### src/rtl/sb_pkg.sv
// Shared types and defaults for the store buffer.
package sb_pkg;

    // Default number of buffered stores (power of two, 2..16).
    localparam int unsigned SB_DEPTH = 4;

    // One buffered store; the word address keeps only bits [31:2].
    typedef struct packed {
        logic [31:2] addr;
        logic [31:0] data;
    } sb_entry_t;

endpackage : sb_pkg

### src/rtl/sb_match.sv
// Store-to-load forwarding select: youngest occupied entry whose word address matches.
module sb_match
    import sb_pkg::*;
#(
    parameter int unsigned DEPTH = SB_DEPTH
) (
    input  sb_entry_t                    entries_i [DEPTH],
    input  logic [DEPTH-1:0]             valid_i,
    input  logic [$clog2(DEPTH)-1:0]     head_i,
    input  logic [31:2]                  ld_addr_i,
    output logic                         hit_o,
    output logic [31:0]                  data_o
);

    localparam int unsigned PW = $clog2(DEPTH);

    logic [PW-1:0] idx;

    // Walk from oldest (head) to youngest; a later match overrides an earlier one.
    always_comb begin
        hit_o  = 1'b0;
        data_o = '0;
        idx    = '0;
        for (int unsigned i = 0; i < DEPTH; i++) begin
            idx = head_i + PW'(i);
            if (valid_i[idx] && (entries_i[idx].addr == ld_addr_i)) begin
                hit_o  = 1'b1;
                data_o = entries_i[idx].data;
            end
        end
    end

endmodule : sb_match

### src/rtl/store_buffer.sv
// In-order store buffer: queues core stores, drains them to dmem, forwards to loads.
module store_buffer
    import sb_pkg::*;
#(
    parameter int unsigned DEPTH = SB_DEPTH
) (
    input  logic                       clk,
    input  logic                       reset,
    input  logic                       st_valid,
    input  logic [31:0]                st_addr,
    input  logic [31:0]                st_data,
    output logic                       st_ready,
    input  logic [31:0]                ld_addr,
    input  logic                       ld_valid,
    output logic                       ld_hit,
    output logic [31:0]                ld_data,
    output logic                       mem_write,
    output logic [31:0]                mem_addr,
    output logic [31:0]                mem_write_data,
    input  logic                       mem_ready,
    output logic                       empty,
    output logic [$clog2(DEPTH):0]     count
);

    localparam int unsigned PW = $clog2(DEPTH);
    localparam int unsigned CW = PW + 1;

    sb_entry_t         entries_q [DEPTH];
    logic [PW-1:0]     wr_ptr_q, wr_ptr_d;
    logic [PW-1:0]     rd_ptr_q, rd_ptr_d;
    logic [CW-1:0]     count_q,  count_d;

    logic              push, pop;
    logic [DEPTH-1:0]  valid;
    logic [PW-1:0]     age;
    logic              match_hit;
    logic [31:0]       match_data;

    // Byte-offset bits are architecturally ignored on both store and load addresses.
    logic              unused_addr_bits;
    assign unused_addr_bits = ^{st_addr[1:0], ld_addr[1:0]};

    // Handshakes use only registered occupancy, so a same-cycle pop never frees a full buffer.
    always_comb begin
        empty     = (count_q == '0);
        st_ready  = (count_q < CW'(DEPTH));
        mem_write = !empty;
        push      = st_valid && st_ready;
        pop       = mem_write && mem_ready;
        count     = count_q;
    end

    // Pointer and occupancy next-state.
    always_comb begin
        wr_ptr_d = wr_ptr_q;
        rd_ptr_d = rd_ptr_q;
        count_d  = count_q;
        if (push) begin
            wr_ptr_d = wr_ptr_q + 1'b1;
        end
        if (pop) begin
            rd_ptr_d = rd_ptr_q + 1'b1;
        end
        count_d = count_q + CW'(push) - CW'(pop);
    end

    // Pointer and occupancy registers, cleared asynchronously.
    always_ff @(posedge clk or negedge reset) begin
        if (!reset) begin
            wr_ptr_q <= '0;
            rd_ptr_q <= '0;
            count_q  <= '0;
        end else begin
            wr_ptr_q <= wr_ptr_d;
            rd_ptr_q <= rd_ptr_d;
            count_q  <= count_d;
        end
    end

    // Entry storage; contents are meaningless until occupancy covers them.
    always_ff @(posedge clk) begin
        if (push) begin
            entries_q[wr_ptr_q] <= '{addr: st_addr[31:2], data: st_data};
        end
    end

    // Occupancy mask: an entry is live if its distance from head is below count.
    always_comb begin
        valid = '0;
        age   = '0;
        for (int unsigned i = 0; i < DEPTH; i++) begin
            age      = PW'(i) - rd_ptr_q;
            valid[i] = ({1'b0, age} < count_q);
        end
    end

    sb_match #(
        .DEPTH (DEPTH)
    ) u_match (
        .entries_i (entries_q),
        .valid_i   (valid),
        .head_i    (rd_ptr_q),
        .ld_addr_i (ld_addr[31:2]),
        .hit_o     (match_hit),
        .data_o    (match_data)
    );

    // Forwarding and dmem outputs, forced to zero whenever nothing qualifies.
    always_comb begin
        ld_hit         = ld_valid && match_hit;
        ld_data        = ld_hit ? match_data : '0;
        mem_addr       = empty ? '0 : {entries_q[rd_ptr_q].addr, 2'b00};
        mem_write_data = empty ? '0 : entries_q[rd_ptr_q].data;
    end

endmodule : store_buffer
### config.mk
export PLATFORM = sky130hd
export DESIGN_NAME = store_buffer
export DESIGN_NICKNAME = d
export VERILOG_FILES = /design/src/rtl/sb_pkg.sv /design/src/rtl/sb_match.sv /design/src/rtl/store_buffer.sv
export SDC_FILE = /design/constraint.sdc
export NUM_CORES = 1
export LEC_CHECK = 0
export BUFFER_PORTS_ARGS = -buffer_cell sky130_fd_sc_hd__buf_2
export CAP_MARGIN = 20
export CELL_PAD_IN_SITES_DETAIL_PLACEMENT = 0
export CELL_PAD_IN_SITES_GLOBAL_PLACEMENT = 1
export CORE_UTILIZATION = 30
export CTS_CLUSTER_DIAMETER = 80
export DETAILED_ROUTE_END_ITERATION = 6
export PLACE_DENSITY_LB_ADDON = 0.25
export SLEW_MARGIN = 20
export SYNTH_ARGS = -nofsm -noshare
export SYNTH_HDL_FRONTEND = slang
export SYNTH_SLANG_ARGS = --single-unit
export TNS_END_PERCENT = 100
### constraint.sdc
create_clock -name clk -period 6.9 [get_ports clk]
set_input_delay 1.38 -clock clk [delete_from_list [all_inputs] [get_ports clk]]
set_output_delay 1.38 -clock clk [all_outputs]
set_load 0.05 [all_outputs]
Word level (Yosys, flattened, before mapping)
Cells that the tools add are included.
{ "totals": {"reg_bits": 255, "latch_bits": 0, "ramBits": 0, "mem_bits_ro": 0, "input_bits": 101, "output_inout_bits": 103, "elab_cells": 89, "memories": 0} }
{ "classes": {"n_addsub": 10, "multipliers": 0, "n_div": 0, "order_cmp": 15, "eq_ne": 4, "shifts": 0, "mux": 34, "bitwise": 5, "n_reduce_logical": 10} }
{ "op_table": {"columns": ["cell", "n"], "rows": [
  ["62-bit two-way mux", 9],
  ["62-bit binary-select mux with 2-bit select", 4],
  ["248-bit bitwise mux", 1],
  ["32-bit two-way mux", 7],
  ["62-bit demux with 2-bit select", 1],
  ["30-bit equality test", 4],
  ["3-bit >= comparator (second input constant)", 5],
  ["2-bit inverter with 3-bit output", 5],
  ["2-bit by 3-bit < comparator with 1-bit output", 4],
  ["2-bit by 3-bit < comparator with 1-bit output (second input constant)", 4],
  ["1-bit binary-select mux with 2-bit select", 4],
  ["1-bit logical AND", 8],
  ["1-bit two-way mux", 8],
  ["2-bit by 1-bit adder with 2-bit output (second input constant)", 2],
  ["2-bit adder (second input constant)", 2],
  ["1-bit by 2-bit subtractor with 2-bit output (first input constant)", 2],
  ["2-bit subtractor (first input constant)", 2],
  ["3-bit by 1-bit adder with 3-bit output", 1],
  ["3-bit logical NOT", 1],
  ["3-bit by 1-bit < comparator with 1-bit output (second input constant)", 1],
  ["3-bit < comparator (second input constant)", 1],
  ["3-bit by 1-bit subtractor with 3-bit output", 1],
  ["1-bit logical NOT", 1]
]} }

Depth between registers and ports, before layout
{ "depth": {"word_depth": 12, "depth_mapped": 20, "mapped_depth_nobuf": 11} }

Cells and area by module
Synthesis repeated with hierarchy kept, for this count alone.
{ "unflattened": {"cells_unflattened": 1438, "hier_area_um2": 18494.0} }
{ "by_module_without_submodules": {"columns": ["mod", "n_inst", "cells_each", "area_per_inst_um2", "seq_area_each_um2"], "rows": [
  ["store_buffer", 1, 491, 10164.7, 7622.3],
  ["sb_match", 1, 947, 8329.2, 0.0]
]} }

Least setup slack after synthesis
Ideal clock, no wire load.
{ "synth_path": {"path_type": "register -> output", "from": "register rd_ptr_q[0]", "to": "output port ld_data[31]", "arrival_time_ns": 5.286, "t_required_ns": 5.520, "setup_slack_ns": 0.234, "stages_incl_launch_ff": 20, "path_buffers": 8, "path_cell_list": "dfrtp_1 > buf_6 > buf_4 > buf_2 > buf_2 > buf_2 > buf_2 > buf_1 > xnor2_1 > inv_1 > ha_1 > nand2b_1 > a21oi_1 > nor4_1 > o2111ai_1 > or4_4 > nor3_4 > buf_6 > nand2_1 > a211oi_1"} }
{ "synth_between": {"elab_chain_len": 12, "word_cells_on_any_way": 53, "cone_classes": "add/sub: 7; order compare: 4; eq/ne: 4; mux: 29; bitwise: 4; reduce/logical: 5"} }
{ "synth_rtl": {"columns": ["element", "line", "text"], "rows": [
  ["start, declared", "store_buffer.sv:30", "logic [PW-1:0] rd_ptr_q, rd_ptr_d;"],
  ["start signal, assigned", "store_buffer.sv:75", "rd_ptr_q <= rd_ptr_d;"],
  ["2-bit by 1-bit adder with 2-bit output or 2-bit inverter with 3-bit output (tied branches)", "sb_match.sv:25, sb_match.sv:26, sb_match.sv:28", null],
  ["2-bit inverter with 3-bit output (implied by the code) or 62-bit binary-select mux with 2-bit select (tied branches)", "sb_match.sv:26, sb_match.sv:28", null],
  ["62-bit binary-select mux with 2-bit select or 62-bit two-way mux (tied branches)", "sb_match.sv:26, sb_match.sv:28", null],
  ["62-bit two-way mux (on tied branches)", "sb_match.sv:26, sb_match.sv:28", null],
  ["62-bit two-way mux (implied by the code) or 30-bit equality test (tied branches)", "sb_match.sv:26", "if (valid_i[idx] && (entries_i[idx].addr == ld_addr_i)) begin"],
  ["30-bit equality test or 1-bit logical AND (tied branches)", "sb_match.sv:26", null],
  ["1-bit logical AND or 1-bit two-way mux (tied branches)", "sb_match.sv:26", null],
  ["1-bit two-way mux (3 in a row)", "sb_match.sv:26", null],
  ["1-bit logical AND", "store_buffer.sv:110", "ld_hit = ld_valid && match_hit;"],
  ["32-bit two-way mux (*)", "store_buffer.sv:111", "ld_data = ld_hit ? match_data : '0;"],
  ["end, declared", "store_buffer.sv:16", "output logic [31:0] ld_data,"]
]} }
Every way passes the cells marked *; elsewhere a longest branch is shown, timed or not. The select of a mux whose other input is x is not followed.

Final worst setup path
{ "layout_path": {"from": "register rd_ptr_q[0]", "to": "output port ld_data[27]"} }
Same word-level chain as after synthesis.

==> results.md <==
* Worst setup EP type: output port
* Largest net degree at the start of global routing at 108
* Fillers at 5442
* Max Buffers Root-to-Sink at 3
* Max VDD drop at 270.6 uV
* CTS buffer count at 31
* DR iter-0 viols at 682
* Max incr delay on CP at 790 ps
* # nets final at 1604
* Cells along the critical path: buf_4, mux4_2, xor2_1, nor3_1, nand4_1, or4_4, nor3_4, buf_12, o211ai_1, a211oi_2, buf_2
* DIE AREA at 56860 um^2
* CTS H-tree lvls at 1
* Status: complete, no violations
* Worst Path Arrival at 5040 ps
* Buf+Inv Stages, Crit Path at 3
* Max Clock Freq at 155.8 MHz
* Hold Crit Class: reg2reg
* Most common cell after layout, fill and taps aside: edfxtp_1
* Antenna-violating nets left at 0
* Post-Route WL at 48.95 mm
* Post-synth EDFFs at 248
* FP Rows at 86
* Core Area at 55200 um^2
* Die Y at 238.5 um
* Yosys warnings at 0
* CTS clk-pin slew, worst paths at 60 ps
* Final HPWL DP at 32.73 mm
* Power Density at 466.0 nW/um^2
* Layout cells sized above 1 at 34.17%
* Post-synth top area share at 44.40%
* I/O Pins at 204
* Mean Syn Cell Area at 12.47 um^2
* Drt pass-1 iters at 5
* Register area share after synthesis at 45.45%
* Startpoint Class: flip-flop
* Actual slew at the worst max-slew pin at 998.7 ps
* FFs w/ async S/R, synth at 2.745%
* GRT Total Usage at 16.96%
* Post-Synthesis Cells at 1345
* Slowest CP cell: dfrtp_4
* Cell taking the most area after synthesis: edfxtp_1
* Max-cap violations at 0
* Tmin final at 6417 ps
* Ys flop type: edfxtp_1
* # clock sinks at 255
* Post-cts sizing count at 0
* Setup-failing EPs final at 0
* Die span in x at 238.5 um
* Crit Path Category: reg2out
* Setup TNS Final at 0 ps
* Global-route wire length before repair at 72.75 mm
* Fin cells at 2266
* Final period utilization at 93.00%
* Port buffer count at 197
* Final Hold Viols at 0
* Max-slew headroom at 33.42%
* Drc violations at 0
* CTS tree: yes
* Vias in the first global route at 11.65k
* Hold path cells at 2
* Worst Path Required at 5520 ps
* Area Growth Syn to Fin at 16.05%
* Min Hold Slack at 630.1 ps
* Pleak at 6.686 nW
* Mapped Area at 16770 um^2
* RePlAce Congestion at 0.7957
* DR vias at 11.77k
* Power, Total at 0.009069 W
* Netlist cell types at 51
* Placed Instances at 2206
* Worst-Skew Late Latency at 570 ps
* Top cells by area, synth: edfxtp_1, mux4_2, mux2i_1
* RSZ-0062 raised after global routing: false
* Yosys reg bits at 255
* Antenna violations before repair at 5
* CP delay by family, top: simple AND/OR/NAND/NOR gates
* R2R cell count at 10
* Worst path depth at 11
* Root Buffer Master: clkbuf_16
* Starting Density at 30.38%
* Most frequent cells in the layout: edfxtp_1, buf_2, o21ai_0
* Layout Skew at 9.729 ps
* Remaining Overflow, GRT at 0
* Max Slew Vio Count at 0
* Vias/cell at 5.192
* CP max FO at 32
* Routed len/inst at 21.60 um
[cells in the mapped netlist, types with 20 or more instances]
cell,instances
a211oi_2,31
a21oi_1,98
and2_1,36
buf_2,26
clkbuf_1,60
edfxtp_1,248
mux2_2,64
mux2i_1,80
mux4_2,112
nand2_1,71
nor2_1,105
o211ai_2,20
o21ai_0,118
xnor2_1,84
xor2_1,42
[final timing paths]
path / end / slack, ps / start
setup / recovery: ld_data[27] / 480 / rd_ptr_q[0]
hold / removal: wr_ptr_q[0] / 630 / wr_ptr_q[0]
setup reg to reg: count[2] / 4050 / count[2]
hold reg to reg: wr_ptr_q[0] / 630 / wr_ptr_q[0]
max in group asynchronous: rd_ptr_q[0] / 6060 / reset
min in group asynchronous: wr_ptr_q[1] / 650 / reset
[repair_timing]
item,4_1_cts,5_1_grt
setup buffers,0,1
hold buffers,0,0
endpoints found under the setup margin,0,1
[cell type report]
type	count	area, um^2	area share (%)
Multi-Input combinational cell	962	8569	44.03
Timing Repair Buffer	229	1289	6.621
Antenna cell	2	5.005	0.02571
Tap cell	748	935.9	4.808
Clock buffer	35	790.8	4.063
Sequential cell	255	7630	39.20
Inverter	13	48.80	0.2507
Clock inverter	22	195.2	1.003
[state kept, by name (all words and copies together), names as in the netlist]
signal and cells:
entries_q 248, wr_ptr_q 2, count 3, rd_ptr_q 2
[cell families after synthesis]
family          after synthesis  share of synthesized area, %
compound gates              299                         11.63
xor+xnor                    126                         6.580
flops                       255                         45.45
simple gates                265                         7.482
mux                         259                         24.31
fa+ha+maj                    11                        0.8654
other cells                   1                       0.02236
buf+inv                     129                         3.663
[layer usage]
layer | vias to the layer above | track usage [%] | wire length, um
li1 | 5470 | - | -
met1 | 5934 | 22.65 | 21840
met2 | 284 | 28.26 | 23450
met3 | 72 | 2.962 | 2487
met4 | 6 | 4.623 | 1133
met5 | - | 0 | 46
[power breakdown]
part | internal (W) | total [W] | switching (W)
Combinational | 0.00196 | 0.00529 | 0.00333
Clock | 0.000930 | 0.00159 | 0.000660
Sequential | 0.00196 | 0.00219 | 0.000235
[metrics by stage]
stage / worst slack, ps / cell area (um^2) / utilization (%)
floorplan: 233.7 / 16780 / -
global placement: 825.4 / 18450 / 33.43
detailed placement: 823.6 / 18450 / 33.43
CTS: 192.0 / 19440 / 35.21
global route: 174.9 / 19460 / 35.25
finish: 483.0 / 19460 / 35.26
[worst reg2reg max path, stage by stage, from the launching register on]
cell	delay, ps
dfrtp_1	530
or3_1	460
buf_4	290
and2_1	260
ha_1	270
inv_1	60
ha_1	130
inv_1	50
fa_1	400
xnor2_1	150
xnor2_1	140
No activity file was read; power rests on OpenSTA's default activity.
